==> config.mk <==
export PLATFORM = sky130hd
export DESIGN_NAME = melody_sequencer_flat
export DESIGN_NICKNAME = d
export VERILOG_FILES = /design/src/rtl/melody_sequencer_if.sv /design/src/rtl/melody_sequencer.sv /design/src/flat_wrapper.sv
export SDC_FILE = /design/constraint.sdc
export NUM_CORES = 1
export LEC_CHECK = 0
export BUFFER_PORTS_ARGS = -buffer_cell sky130_fd_sc_hd__buf_2
export CAP_MARGIN = 10
export CORE_MARGIN = 10
export CORE_UTILIZATION = 55
export DETAILED_ROUTE_END_ITERATION = 16
export GPL_TIMING_DRIVEN = 0
export PLACE_DENSITY = 0.75
export SYNTH_ARGS = -nofsm -noshare
export SYNTH_HDL_FRONTEND = slang
export SYNTH_SLANG_ARGS = --single-unit
export TNS_END_PERCENT = 1
==> constraint.sdc <==
create_clock -name clk -period 2.28 [get_ports clk]
set_input_delay 0.114 -clock clk [delete_from_list [all_inputs] [get_ports clk]]
set_output_delay 0.114 -clock clk [all_outputs]
set_load 0.05 [all_outputs]
==> src/rtl/melody_sequencer_if.sv <==
// Control/status bundle between game logic and the melody sequencer.
// master: game side (play_req, melody_sel, stop); slave: sequencer (tone, enable_sound, busy, done).
interface melody_sequencer_if;
    logic       play_req;
    logic [1:0] melody_sel;
    logic       stop;
    logic [3:0] tone;
    logic       enable_sound;
    logic       busy;
    logic       done;

    modport master (
        output play_req,
        output melody_sel,
        output stop,
        input  tone,
        input  enable_sound,
        input  busy,
        input  done
    );

    modport slave (
        input  play_req,
        input  melody_sel,
        input  stop,
        output tone,
        output enable_sound,
        output busy,
        output done
    );
endinterface

==> src/rtl/melody_sequencer.sv <==
// Jingle player: steps a 4x8 note ROM, holding each note dur*UNIT_CYCLES cycles.
// Ports: clk, reset (sync, active-high), bus (slave: play_req/melody_sel/stop in; tone/enable_sound/busy/done out).
module melody_sequencer #(
    parameter int unsigned UNIT_CYCLES = 630_000,
    parameter int unsigned GAP_CYCLES  = 31_500
) (
    input  logic               clk,
    input  logic               reset,
    melody_sequencer_if.slave  bus
);

    localparam int CW = (UNIT_CYCLES > 1) ? $clog2(UNIT_CYCLES) : 1;
    localparam int GW = (GAP_CYCLES > 1) ? $clog2(GAP_CYCLES) : 1;
    localparam logic [CW-1:0] CYC_LAST = CW'(UNIT_CYCLES - 1);
    localparam logic [CW-1:0] CYC_ONE  = CW'(1);
    localparam logic [GW-1:0] GAP_LAST = GW'(GAP_CYCLES - 1);
    localparam logic [GW-1:0] GAP_ONE  = GW'(1);

    typedef enum logic [1:0] {
        S_IDLE,
        S_LOAD,
        S_PLAY,
        S_GAP
    } state_t;

    state_t          r_state;
    state_t          w_next;
    logic [1:0]      r_sel;
    logic [2:0]      r_idx;
    logic            r_end;
    logic            r_rest;
    logic [5:0]      r_dur;
    logic [3:0]      r_tone;
    logic [CW-1:0]   r_cyc;
    logic [5:0]      r_unit;
    logic [GW-1:0]   r_gap;
    logic            r_done;

    logic [11:0]     w_word;
    logic [5:0]      w_unit_last;
    logic            w_note_last;
    logic            w_is_end;
    logic            w_gap_last;
    logic            w_start;
    logic            w_adv;
    logic            w_fin;

    // Word layout: {end, rest, dur[5:0], tone[3:0]}
    function automatic logic [11:0] rom(input logic [4:0] a);
        case (a)
            5'd0:    rom = {1'b0, 1'b0, 6'd2, 4'd0};
            5'd1:    rom = {1'b0, 1'b0, 6'd2, 4'd4};
            5'd2:    rom = {1'b0, 1'b0, 6'd2, 4'd7};
            5'd3:    rom = {1'b1, 1'b0, 6'd4, 4'd12};
            5'd8:    rom = {1'b0, 1'b0, 6'd1, 4'd12};
            5'd9:    rom = {1'b0, 1'b0, 6'd1, 4'd9};
            5'd10:   rom = {1'b0, 1'b0, 6'd1, 4'd5};
            5'd11:   rom = {1'b1, 1'b0, 6'd3, 4'd0};
            5'd16:   rom = {1'b0, 1'b0, 6'd2, 4'd0};
            5'd17:   rom = {1'b0, 1'b0, 6'd2, 4'd4};
            5'd18:   rom = {1'b0, 1'b0, 6'd2, 4'd7};
            5'd19:   rom = {1'b0, 1'b0, 6'd2, 4'd12};
            5'd20:   rom = {1'b0, 1'b1, 6'd1, 4'd0};
            5'd21:   rom = {1'b0, 1'b0, 6'd1, 4'd7};
            5'd22:   rom = {1'b1, 1'b0, 6'd6, 4'd12};
            5'd24:   rom = {1'b0, 1'b0, 6'd3, 4'd7};
            5'd25:   rom = {1'b0, 1'b0, 6'd3, 4'd6};
            5'd26:   rom = {1'b0, 1'b0, 6'd3, 4'd5};
            5'd27:   rom = {1'b1, 1'b0, 6'd8, 4'd4};
            default: rom = 12'd0;
        endcase
    endfunction

    assign w_word      = rom({r_sel, r_idx});
    // A zero duration plays as one unit
    assign w_unit_last = (r_dur == 6'd0) ? 6'd0 : r_dur - 6'd1;
    assign w_note_last = (r_cyc == CYC_LAST) && (r_unit == w_unit_last);
    // The last slot of every melody terminates it regardless of its flag
    assign w_is_end    = r_end || (r_idx == 3'd7);
    assign w_gap_last  = (r_gap == GAP_LAST);

    always_ff @(posedge clk) begin
        if (reset) begin
            r_state <= S_IDLE;
        end else begin
            r_state <= w_next;
        end
    end

    always_comb begin
        w_next  = r_state;
        w_start = 1'b0;
        w_adv   = 1'b0;
        w_fin   = 1'b0;
        if (bus.stop) begin
            w_next = S_IDLE;
        end else if (bus.play_req) begin
            w_next  = S_LOAD;
            w_start = 1'b1;
        end else begin
            case (r_state)
                S_IDLE: w_next = S_IDLE;
                S_LOAD: w_next = S_PLAY;
                S_PLAY: begin
                    if (w_note_last) begin
                        if (w_is_end) begin
                            w_next = S_IDLE;
                            w_fin  = 1'b1;
                        end else begin
                            w_next = S_GAP;
                        end
                    end
                end
                S_GAP: begin
                    if (w_gap_last) begin
                        w_next = S_LOAD;
                        w_adv  = 1'b1;
                    end
                end
                default: w_next = S_IDLE;
            endcase
        end
    end

    always_ff @(posedge clk) begin
        if (reset) begin
            r_sel  <= 2'd0;
            r_idx  <= 3'd0;
            r_end  <= 1'b0;
            r_rest <= 1'b0;
            r_dur  <= 6'd0;
            r_tone <= 4'd0;
            r_cyc  <= '0;
            r_unit <= 6'd0;
            r_gap  <= '0;
            r_done <= 1'b0;
        end else begin
            r_done <= w_fin;

            if (w_start) begin
                r_sel <= bus.melody_sel;
                r_idx <= 3'd0;
            end else if (w_adv && (r_idx != 3'd7)) begin
                r_idx <= r_idx + 3'd1;
            end

            case (r_state)
                S_LOAD: begin
                    r_end  <= w_word[11];
                    r_rest <= w_word[10];
                    r_dur  <= w_word[9:4];
                    r_tone <= w_word[3:0];
                    r_cyc  <= '0;
                    r_unit <= 6'd0;
                    r_gap  <= '0;
                end
                S_PLAY: begin
                    r_gap <= '0;
                    if (r_cyc == CYC_LAST) begin
                        r_cyc  <= '0;
                        r_unit <= r_unit + 6'd1;
                    end else begin
                        r_cyc <= r_cyc + CYC_ONE;
                    end
                end
                S_GAP: begin
                    r_gap <= r_gap + GAP_ONE;
                end
                default: ;
            endcase
        end
    end

    assign bus.tone         = r_tone;
    assign bus.enable_sound = (r_state == S_PLAY) && !r_rest;
    assign bus.busy         = (r_state != S_IDLE);
    assign bus.done         = r_done;

endmodule

==> src/flat_wrapper.sv <==
// flat-port wrapper written by rule: the top's interface ports become plain ports
module melody_sequencer_flat 
#(
    parameter int unsigned UNIT_CYCLES = 630_000,
    parameter int unsigned GAP_CYCLES  = 31_500
)
  (clk, reset, bus_play_req, bus_melody_sel, bus_stop, bus_tone, bus_enable_sound, bus_busy, bus_done);
  melody_sequencer_if bus_i ();
  input  logic clk;
  input  logic reset;
  input wire logic [$bits(bus_i.play_req)-1:0] bus_play_req;
  input wire logic [$bits(bus_i.melody_sel)-1:0] bus_melody_sel;
  input wire logic [$bits(bus_i.stop)-1:0] bus_stop;
  output wire logic [$bits(bus_i.tone)-1:0] bus_tone;
  output wire logic [$bits(bus_i.enable_sound)-1:0] bus_enable_sound;
  output wire logic [$bits(bus_i.busy)-1:0] bus_busy;
  output wire logic [$bits(bus_i.done)-1:0] bus_done;
  assign bus_i.play_req = bus_play_req;
  assign bus_i.melody_sel = bus_melody_sel;
  assign bus_i.stop = bus_stop;
  assign bus_tone = bus_i.tone;
  assign bus_enable_sound = bus_i.enable_sound;
  assign bus_busy = bus_i.busy;
  assign bus_done = bus_i.done;
  melody_sequencer #(.UNIT_CYCLES(UNIT_CYCLES), .GAP_CYCLES(GAP_CYCLES)) u_core (.clk(clk), .reset(reset), .bus(bus_i));
endmodule
### After elaboration in Yosys (flattened, before gate mapping)

Memory sizes are Yosys's and may differ from the RTL's. A register that Yosys moved wholly into a read port is not among the register bits.
Cells that the tools add are included.

* register bits after elaboration: 55
* ROM bits: 320
* bits of input ports: 6
* output and inout port bits: 7
* word-level logic and storage cells: 66
* memories: 1

* add/sub/neg operators: 5
* eq/ne operators: 13
* multiplexer cells: 18
* bitwise logic cells: 2
* reduce and logical (&&, ||, !) cells: 18

Memories
* (no name shown): words 32, bits a word 10, read ports 1, clocked after Yosys merged registers in 1, write ports 0, RTL line melody_sequencer.sv:50 `case (a)`

Operator list (number)
* $pmux W20 S2: 1
* $pmux W15 S2: 1
* $add A20 B1 Y20 const B: 1
* $eq A20 B20 Y1 const B: 1
* $mux W20: 1
* $add A15 B1 Y15 const B: 1
* $eq A15 B15 Y1 const B: 1
* $mux W6: 2
* $pmux W6 S2: 1
* $mux W1: 8
* $pmux W2 S4: 1
* $add A6 B1 Y6 const B: 1
* $eq A6 B6 Y1: 1
* $logic_not A6 Y1: 1
* $mux W2: 3
* $ne A2 B1 Y1 const B: 3
* $ne A3 B2 Y1 const B: 2
* $reduce_and A2 Y1: 3
* $reduce_bool A2 Y1: 3
* $reduce_or A2 Y1: 3
* $sub A6 B1 Y6 const B: 1
* $reduce_or A5 Y1: 1
* $eq A2 B2 Y1 const B: 2
* $add A3 B1 Y3 const B: 1
* other kinds (9): 12

### Depth between registers and ports, before layout

* depth in word-level cells: 7
* mapped depth: 9
* gate-level depth less buffers: 8

### Worst setup path after synthesis

Ideal clock, no wire load.

* path kind: register to register
* start point: register u_core.r_state[0]
* end point: register u_core.r_cyc[18]
* library setup time: 128 ps
* arrival: 2187 ps
* required time: 2152 ps
* path slack: -35 ps
* cell stages (with the launch flop): 10
* buffers on the path: 1
* clock period less this slack: 2315 ps
* cells stage by stage: dfxtp_1 inv_1 ha_1 buf_2 and3_1 or4b_2 nor2_1 nand4_1 xor2_1 nor2_1

* cells in the longest elaborated chain, start to end: 2
* elaborated cells on any way between the ends: 4
* classes of those cells: eq/ne (2); mux (1); reduce/logical (1)

RTL lines
* start, declared: RTL line melody_sequencer.sv:26 `state_t r_state;`
* start signal, assigned: RTL line melody_sequencer.sv:86 `r_state <= w_next;`
* $eq A2 B2 Y1 or $eq A2 B1 Y1 (tied branches): RTL line melody_sequencer.sv:147 `case (r_state)`
* $pmux W20 S2 or $reduce_bool A2 Y1 (tied branches)
* end signal, assigned: RTL line melody_sequencer.sv:163 `r_cyc <= r_cyc + CYC_ONE;`
* end, declared: RTL line melody_sequencer.sv:34 `logic [CW-1:0] r_cyc;`

Parallel ways exist; a longest one is shown, timed or not.
A chain may end at the register's enable or synchronous reset.

### Worst setup path in the final report

* start point: register u_core.r_gap[4]
* end point: register u_core.r_idx[2]

* cells in the longest elaborated chain, start to end: 6

RTL lines
* start, declared: RTL line melody_sequencer.sv:36 `logic [GW-1:0] r_gap;`
* start signal, assigned: RTL line melody_sequencer.sv:167 `r_gap <= r_gap + GAP_ONE;`
* $eq A15 B15 Y1: RTL line melody_sequencer.sv:80 `assign w_gap_last = (r_gap == GAP_LAST);`
* $mux W1: RTL line melody_sequencer.sv:115 `if (w_gap_last) begin`
* $mux W1: RTL line melody_sequencer.sv:101 `case (r_state)`
* $mux W1: RTL line melody_sequencer.sv:97 `end else if (bus.play_req) begin`
* $mux W1: RTL line melody_sequencer.sv:95 `if (bus.stop) begin`
* $logic_and A1 B1 Y1: RTL line melody_sequencer.sv:143 `end else if (w_adv && (r_idx != 3'd7)) begin`
* end signal, assigned: RTL line melody_sequencer.sv:144 `r_idx <= r_idx + 3'd1;`
* end, declared: RTL line melody_sequencer.sv:29 `logic [2:0] r_idx;`

No other way between the ends.

==> qor.yml <==
run_status:
  status: "completed"
timing:
  fin_crit_ps: 2226
  setup_viol: 0
  fmax_mhz: 449.2
  fin_worst_skew_ps: 10.94
  hold_viol_final: 0
  max_slew_margin_pct: 63.47
  rsz0062_at_grt: "true"
  drv_slew: 0
  worst_pin_slew_ps: 547.9
  fin_crit_sh_pct: 97.63
hold_path:
  hold_path.startpoint: "bus_melody_sel[0]"
  min_path_cells: 3
  holdPathEnd: "u_core.r_sel[0]"
  hold_path.class: "input pin to flop"
route:
  drtAntennaViolNets: 0
  via_per_inst: 5.695
  num_vias: 2768
  drtPass1Iterations: 4
  drt-initial-drc-count: 178
  route.detailed.wl_per_inst_microns: 14.51
  drc_errors: 0
  routed_wl_microns: 7054
final_layout:
  final_common_cell: "dfxtp_1"
  antenna_cells: 0
  final_cell_count_no_fill: 486
  final_layout_size_suffix_gt1_share_pct: 12.80
  final_util_pct: 65.55
  final_net_count: 430
  fill_cells: 472
  final_cell_mix: "57 x dfxtp_1, 55 x nor2_1, 26 x nand2_1"
  area_delta_synth_final_pct: 15.49
  fin_area_sq_mm: 0.003610
setup_path:
  r2r_slack_ps: 50
  crit_path_max_fanout: 4
  r2r-end: "u_core.r_idx[2]"
  startpoint: "u_core.r_gap[4]"
  crit_arrival_ps: 2510
  crit_chain: "or4_1, nor4_2, nand2_1, or4_1, buf_2, or2_0, a21oi_2"
  crit_top_cell: "or4_1"
  worstReg2RegStart: "u_core.r_gap[4]"
  crit_path_end_kind: "flop"
  worstPathRequired_ps: 2560
  max_stage_delay_ps: 540
  startpoint_type: "flop"
  r2r_cells: 7
  crit_path_top_delay_cell: "or4_1"
  worstSetupPathType: "flop to flop"
grt:
  grt_max_degree: 11
  grt_pass1_wl_microns: 11810
  grt_overflow: 0
  grt_usage_pct: 16.21
  grt_pass1_vias: 2550
  grt_antenna_before_repair: 0
place:
  gp_congestion: 0.9251
  portBuffers: 12
  placed_cell_area_sq_mm: 0.003278
  dp_hpwl_microns: 4853
  placedCellCount: 464
synth:
  async_reset_ff_share_pct: 0
  yosysSeqAreaShare_pct: 37.79
  syn-instance-count: 380
  ys_ff_latch: 59
  synthTopCellsByArea: "dfxtp_1 38%, nor2_1 6.7%, xor2_1 6.2%"
  yosysUniqueCellTypes: 50
  yosysWarnings: 0
  yosysTopAreaCell: "dfxtp_1"
  syn-num-nets: 401
  syn_area_sq_mm: 0.003125
  ys_dominant_reg_cell: "dfxtp_1"
  synth_top_area_share_pct: 37.79
  syn_avg_cell_area_sq_um: 8.225
  synth_edf_count: 0
floorplan:
  die_y_microns: 95.39
  die_w_microns: 95.39
  coreArea_sq_mm: 0.005507
  start_util_pct: 56.76
  rows: 27
  ioPinCount: 13
  die_area_sq_mm: 0.009098
cts:
  clkSlewWorstSetupHoldPaths_ps: 70
  htreeDepth: 3
  cts_sinks: 59
  cts_tree: "done"
  cts_made_buffers: 9
  max-clock-path-buffers: 2
  root_buffer: "clkbuf_8"
  insertion_delay_ps: 350
power_and_ir_drop:
  p_leak_nw: 1.286
  power_switching_mw: 0.5083
  comb_power_share_pct: 5.9
  p_clk_share_pct: 44.5
  ir_worst_vdd_uv: 380.7
  power.density_mw_per_mm2: 586.9
  seqPwrFrac_pct: 49.6
  finalPower_mw: 2.118
  switching_share_pct: 24.00
  power.internal_mw: 1.610
run:
  cap_violations: 0
## cell usage after synthesis (2+ instances only)
cell,number
a311oi_1,2
nand4_1,14
o21a_1,5
or2_2,2
inv_1,13
a21oi_1,21
nand4b_1,3
a21o_1,3
and4_1,4
nor3_1,8
or3_1,9
a211oi_1,5
mux2i_1,6
and3_1,6
nand2_1,26
nand3_1,20
or4_1,4
o21ai_0,18
dfxtp_1,59
clkbuf_1,13
and4b_1,2
nor2b_1,2
nand2b_1,6
xor2_1,22
nor4_1,3
buf_2,2
xnor2_1,7
nor2_1,56
o211ai_1,3
ha_1,15
o2111ai_1,2
## worst max path at each step
stage / slack, ps / depth (start not counted) / endpoint
detailed placement: -330 / 8 / u_core.r_cyc[17]
global route: -50 / 7 / u_core.r_idx[2]
global placement: -260 / 8 / u_core.r_cyc[19]
floorplan: 20 / 9 / u_core.r_cyc[18]
CTS: 30 / 7 / u_core.r_state[0]
finish: 50 / 7 / u_core.r_idx[2]
## metal layers
metal	up-vias	part of all wire, %	track usage, %
met5	-	0	0
met4	0	1.7	6.388
met3	11	4.5	4.870
met2	47	46	24.83
met1	1307	48	20.91
li1	1403	-	-
## worst max-delay path: cells and delay by family, from the launching register on
family	cells	cell delay, ps
DFF	1	340
AOI/OAI and AO/OA	1	110
and+or+nand+nor	5	1540
buffers and inverters	1	170
## logic make-up (layout without fill, tap and decap cells)
group,count (synthesis),in the layout,synth area share (%)
flip-flops,59,59,37.79
buffers and inverters,29,63,3.563
AND/OR/NAND/NOR,172,172,28.30
AO/OA/AOI/OAI,69,69,13.97
XOR/XNOR,29,29,8.126
multiplexers,6,6,1.922
adder cells (fa/ha/maj),16,16,6.325
## what timing repair did
| action | in CTS | in global routing |
|---|---|---|
| pin swaps | 3 | 3 |
| setup endpoints to repair | 10 | 25 |
| hold endpoints to repair | 2 | 0 |
| resized for setup | 8 | 14 |
| hold buffers | 2 | 0 |
| buffers inserted | 0 | 5 |
## power by group through the flow
stage	clock (mW)	sequential, mW	combinational [mW]
global route	1.02	1.05	0.138
floorplan	0	1.09	0.0717
finish	0.943	1.05	0.125
global placement	0	1.07	0.114
detailed placement	0	1.07	0.116
CTS	0.962	1.05	0.119
## through the flow
| step | TNS, ps | hold slack (ps) | worst slack (ps) |
|---|---|---|---|
| 2_1_floorplan | 0 | 192.5 | 17.55 |
| 6_report | 0 | 18.29 | 54.00 |
| 3_3_place_gp | -1489 | 342.3 | -261.3 |
| 4_1_cts | 0 | 9.609 | 34.77 |
| 3_5_place_dp | -1839 | 340.0 | -328.6 |
| 5_1_grt | -448.0 | 54.22 | -54.35 |
## flip-flops by register name (all words and copies together), names as in the netlist, 2 cells and up
name	count
u_core.r_cyc	20
u_core.r_gap	15
u_core.r_unit	6
u_core.bus.tone	4
u_core.r_dur	4
u_core.r_idx	3
u_core.r_sel	2
u_core.r_state	2
## final cells by class
| type | instances | area [sq um] | area share [%] |
|---|---|---|---|
| clock buffers | 11 | 141.4 | 3.917 |
| inverters | 13 | 52.55 | 1.456 |
| repair buffers | 19 | 117.6 | 3.258 |
| well taps | 72 | 90.09 | 2.496 |
| plain buffers | 15 | 66.31 | 1.837 |
| multi-input cells | 292 | 1901 | 52.65 |
| flip-flops and latches | 59 | 1189 | 32.93 |
| clock inverters | 5 | 52.55 | 1.456 |
Power figures use the tool's default switching activity.
